<file path="src/rtl/wb_arbiter_2m.sv">
// Two-master Wishbone arbiter: round-robin grant locked for a whole cyc,
// with a per-transfer watchdog that turns a silent slave into a bus error.
module wb_arbiter_2m #(
    parameter int ADDR_W  = 32,
    parameter int DATA_W  = 32,
    parameter int TIMEOUT = 255
) (
    input  logic                  clk,
    input  logic                  rstn_i,

    input  logic                  m0_cyc_i,
    input  logic                  m0_stb_i,
    input  logic                  m0_we_i,
    input  logic [ADDR_W-1:0]     m0_adr_i,
    input  logic [DATA_W-1:0]     m0_dat_i,
    input  logic [DATA_W/8-1:0]   m0_sel_i,
    output logic [DATA_W-1:0]     m0_dat_o,
    output logic                  m0_ack_o,
    output logic                  m0_err_o,

    input  logic                  m1_cyc_i,
    input  logic                  m1_stb_i,
    input  logic                  m1_we_i,
    input  logic [ADDR_W-1:0]     m1_adr_i,
    input  logic [DATA_W-1:0]     m1_dat_i,
    input  logic [DATA_W/8-1:0]   m1_sel_i,
    output logic [DATA_W-1:0]     m1_dat_o,
    output logic                  m1_ack_o,
    output logic                  m1_err_o,

    output logic                  s_cyc_o,
    output logic                  s_stb_o,
    output logic                  s_we_o,
    output logic [ADDR_W-1:0]     s_adr_o,
    output logic [DATA_W-1:0]     s_dat_o,
    output logic [DATA_W/8-1:0]   s_sel_o,
    input  logic [DATA_W-1:0]     s_dat_i,
    input  logic                  s_ack_i,
    input  logic                  s_err_i,

    output logic                  timeout_o,
    output logic [1:0]            grant_o
);

    localparam int SEL_W = DATA_W / 8;
    localparam int WD_W  = (TIMEOUT > 2) ? $clog2(TIMEOUT) : 1;
    localparam bit WD_EN = (TIMEOUT > 0);
    localparam logic [WD_W-1:0] WD_LAST = (TIMEOUT > 0) ? WD_W'(TIMEOUT - 1) : '0;

    typedef enum logic [1:0] {
        IDLE = 2'd0,
        GNT0 = 2'd1,
        GNT1 = 2'd2
    } state_t;

    state_t            state_q, state_d;
    logic              last_q, last_d;
    logic [WD_W-1:0]   wd_cnt_q, wd_cnt_d;

    logic              g_cyc;
    logic              g_stb;
    logic              g_we;
    logic [ADDR_W-1:0] g_adr;
    logic [DATA_W-1:0] g_dat;
    logic [SEL_W-1:0]  g_sel;
    logic              granted;
    logic              wd_fire;

    always_ff @(posedge clk) begin
        if (!rstn_i) begin
            state_q  <= IDLE;
            last_q   <= 1'b1;
            wd_cnt_q <= '0;
        end else begin
            state_q  <= state_d;
            last_q   <= last_d;
            wd_cnt_q <= wd_cnt_d;
        end
    end

    // Grant is only released when the owner drops cyc, so bursts and RMW stay whole.
    always_comb begin
        state_d = state_q;
        last_d  = last_q;
        case (state_q)
            IDLE: begin
                if (m0_cyc_i && m1_cyc_i) begin
                    state_d = last_q ? GNT0 : GNT1;
                end else if (m0_cyc_i) begin
                    state_d = GNT0;
                end else if (m1_cyc_i) begin
                    state_d = GNT1;
                end
            end
            GNT0: begin
                if (!m0_cyc_i) begin
                    state_d = m1_cyc_i ? GNT1 : IDLE;
                end
            end
            GNT1: begin
                if (!m1_cyc_i) begin
                    state_d = m0_cyc_i ? GNT0 : IDLE;
                end
            end
            default: state_d = IDLE;
        endcase

        if (state_d == GNT0) begin
            last_d = 1'b0;
        end else if (state_d == GNT1) begin
            last_d = 1'b1;
        end
    end

    always_comb begin
        g_cyc = 1'b0;
        g_stb = 1'b0;
        g_we  = 1'b0;
        g_adr = '0;
        g_dat = '0;
        g_sel = '0;
        case (state_q)
            GNT0: begin
                g_cyc = m0_cyc_i;
                g_stb = m0_stb_i;
                g_we  = m0_we_i;
                g_adr = m0_adr_i;
                g_dat = m0_dat_i;
                g_sel = m0_sel_i;
            end
            GNT1: begin
                g_cyc = m1_cyc_i;
                g_stb = m1_stb_i;
                g_we  = m1_we_i;
                g_adr = m1_adr_i;
                g_dat = m1_dat_i;
                g_sel = m1_sel_i;
            end
            default: ;
        endcase
    end

    assign granted = (state_q != IDLE);

    // A real ack or err in the firing cycle wins over the watchdog.
    assign wd_fire = WD_EN && granted && g_stb && !s_ack_i && !s_err_i
                     && (wd_cnt_q == WD_LAST);

    always_comb begin
        if (!WD_EN || !granted || (state_d != state_q) || !g_stb
            || s_ack_i || s_err_i || wd_fire) begin
            wd_cnt_d = '0;
        end else begin
            wd_cnt_d = wd_cnt_q + 1'b1;
        end
    end

    assign s_cyc_o   = g_cyc;
    assign s_stb_o   = g_stb & ~wd_fire;
    assign s_we_o    = g_we;
    assign s_adr_o   = g_adr;
    assign s_dat_o   = g_dat;
    assign s_sel_o   = g_sel;

    assign m0_dat_o  = (state_q == GNT0) ? s_dat_i : '0;
    assign m0_ack_o  = (state_q == GNT0) & s_ack_i;
    assign m0_err_o  = (state_q == GNT0) & (s_err_i | wd_fire);

    assign m1_dat_o  = (state_q == GNT1) ? s_dat_i : '0;
    assign m1_ack_o  = (state_q == GNT1) & s_ack_i;
    assign m1_err_o  = (state_q == GNT1) & (s_err_i | wd_fire);

    assign timeout_o = wd_fire;
    assign grant_o   = {state_q == GNT1, state_q == GNT0};

endmodule

</file>
<file path="config.mk">
export PLATFORM = sky130hd
export DESIGN_NAME = wb_arbiter_2m
export DESIGN_NICKNAME = d
export VERILOG_FILES = /design/src/rtl/wb_arbiter_2m.sv
export SDC_FILE = /design/constraint.sdc
export NUM_CORES = 1
export LEC_CHECK = 0
export CORE_AREA = 3 3 121 123
export CTS_BUF_LIST = sky130_fd_sc_hd__clkbuf_8
export DETAILED_ROUTE_END_ITERATION = 10
export DIE_AREA = 0 0 124 126
export PLACE_DENSITY = 0.66
export SLEW_MARGIN = 20
export SYNTH_ARGS = -nofsm -noshare
export SYNTH_HDL_FRONTEND = slang
export SYNTH_SLANG_ARGS = --single-unit
</file>
<file path="constraint.sdc">
create_clock -name clk -period 3.1 [get_ports clk]
set_input_delay 0.465 -clock clk [delete_from_list [all_inputs] [get_ports clk]]
set_output_delay 0.465 -clock clk [all_outputs]
set_load 0.05 [all_outputs]
</file>
==> results.toml <==
[setup_path]
cp-end-kind = "primary output"
crit_family = "buffers and inverters"
worstPathArrival_ns = 2.37
crit_path_top_delay_cell = "ha_4"
crit_type = "reg -> out"
worstReg2RegStart = "state_q[0]"
cpPeakStageDelay_ns = 0.48
worstPathRequired_ns = 2.63
crit_buf_inv = 3
cp-start-kind = "flip-flop"
startpoint = "state_q[0]"
crit_fanout = 43
crit_chain = "inv_1, ha_4, buf_4, a22oi_1, nor2b_1, buf_12"

[cts]
clk_path_buf_depth = 2
cts_setup_buffers = 0
ctsHoldBuffers = 0
cts_root_buf = "clkbuf_8"
clk-insertion-delay-late_ns = 0.24
numCtsBuffers = 3
post_cts_resize_count = 0
cts.htree.levels = 1
path_clk_slew_ns = 0.05
cts_tree = "yes"
cts_sinks = 11

[cells_and_area]
fin_area_mm2 = 0.00634
mostFrequentLayoutCells = "178 x clkdlybuf4s50_1, 74 x buf_12, 72 x nor2b_1, 72 x and2_1, 72 x buf_4"
drive_above_1_share_pct = 24.7
layout.nets = 827
antenna_cells = 0
area_growth_pct = 165
layout_commonest_cell = "clkdlybuf4s50_1"
fillers = 1345

[min_path]
hold_class = "reg -> reg"
min_from = "wd_cnt_q[0]"

[timing]
fin_worst_skew_ns = 0.00126
worst_pin_slew_ns = 0.502
rsz0062_at_grt = "false"
fin_setup_tns_ns = 0
clock.fmax_mhz = 353
hold_viol = 0
period_share_pct = 91.5
slew_headroom_pct = 66.5
setup_viol = 0
min_period_ns = 2.84
slew_violations = 0

[synth]
synthCells = 347
synthTopCellsByArea = "a22oi_1 22%, and2_1 19%, nor2b_1 19%"
syn_avg_cell_area_um2 = 6.88
yosys_warnings = 0
syn_area_mm2 = 0.00239
synthesis.nets = 533
yosys_register_bits = 11
synth_area_leader_cell = "a22oi_1"
ys_types = 38
yosysSeqAreaShare_pct = 9.22
yosysTopAreaCellShare_pct = 21.7

[drt]
viasPerCell = 4.51
vias = 3699
drt_wl_total_um = 15600
ant_nets = 0
drt-initial-drc-count = 235
drc = 0
firstDrtPassIters = 4
drt-wirelength-per-cell_um = 19.0

[floorplan]
coreArea_mm2 = 0.0138
top_level_ports = 320
placementRows = 43
die_w_um = 124
start_util_pct = 17.3
fp.dieH_um = 126
die_area_mm2 = 0.0156

[power_and_ir_drop]
p_leak_nw = 2.44
power_density_mw_per_mm2 = 370
ir_drop_v = 0.000206
total_power_mw = 2.35

[placed_design]
gp_congestion = 0.876
io_buffers = 319
hpwl_um = 13100
placed_cell_area_mm2 = 0.00629

[global_routing]
antenna_found_initial = 3
grt_pass1_vias = 3722
grt_start_max_net_pins = 68
grt_usage_pct = 18.8
grt_pass1_wl_um = 22700
grt-ovfl-total = 0

[run]
maxCapViolCount = 0

[outcome]
status = "completed"
stage by stage:
step / hold WS (ns) / std cells / worst slack (ns) / util [%]
2_1_floorplan: 0.450 / 347 / 0.0204 / -
3_3_place_gp: 0.478 / 816 / 0.604 / 45.7
3_5_place_dp: 0.495 / 816 / 0.541 / 45.7
4_1_cts: 0.504 / 820 / 0.274 / 46.0
5_1_grt: 0.531 / 820 / 0.135 / 46.0
6_report: 0.506 / 820 / 0.265 / 46.0
metal layers:
metal	global-route usage, %	vias up	wire length [um]
met1	23.4	1715	6280
met4	3.29	6	229
met5	0	-	34
met2	32.8	158	7880
met3	4.76	18	1160
li1	-	1802	-
flip-flops by register name, summed over array words and instances (netlist names):
signal / flops
state_q: 2
last_q: 1
wd_cnt_q: 8
worst reg2reg max path: stages, from the launching register on:
cell and delay, ns:
dfxtp_1 0.53, inv_1 0.18, ha_4 0.35, a22o_1 0.29, a32oi_1 0.17, nor2_1 0.06, nor2_1 0.13, ha_1 0.25
mux2_2 0.27, nand2_1 0.06
final timing paths:
check        slack, ns           to  cells past startpoint
max               0.26  s_dat_o[30]                      6
min reg2reg       0.51  wd_cnt_q[0]                      1
min               0.51  wd_cnt_q[0]                      1
max reg2reg       0.74       last_q                      9
where the power goes:
group          total [mW]  leakage (nW)  switching [mW]  internal [mW]
Clock               0.144        0.0269          0.0570         0.0872
Sequential          0.166        0.0891          0.0163          0.149
Combinational        2.04          2.32            1.14          0.896
synth_stat cells (all sizes together):
master,count
a211o,1
a21oi,5
a22o,2
a22oi,69
a31oi,1
a32oi,1
and2,72
and3,2
buf,7
clkbuf,28
dfxtp,11
ha,8
inv,5
mux2,1
nand2,13
nand2b,4
nand3,6
nand4,2
nand4b,2
nor2,9
nor2b,72
nor3,4
nor3b,1
nor4,3
o2111ai,2
o21a,2
o21ai,4
o21bai,1
o221ai,2
or4b,1
xnor2,3
xor2,3
logic make-up after synthesis:
logic type / after synthesis / share of synthesized area, %
AOI/OAI and AO/OA: 90 / 28.9
DFF: 11 / 9.22
and+or+nand+nor: 191 / 47.7
xor gates and xnor gates: 6 / 2.20
adders and majority gates: 8 / 4.19
buffers and inverters: 40 / 7.23
muxes: 1 / 0.472
area by class of cell:
cell class,count,area (um^2),share of cell area (%)
Sequential cell,11,220,3.47
Clock inverter,1,3.75,0.0592
Tap cell,180,225,3.55
Timing Repair Buffer,324,3800,60.0
Clock buffer,3,41.3,0.652
Multi-Input combinational cell,296,2020,31.9
Inverter,5,18.8,0.296
(Power assumes the default switching activity.)
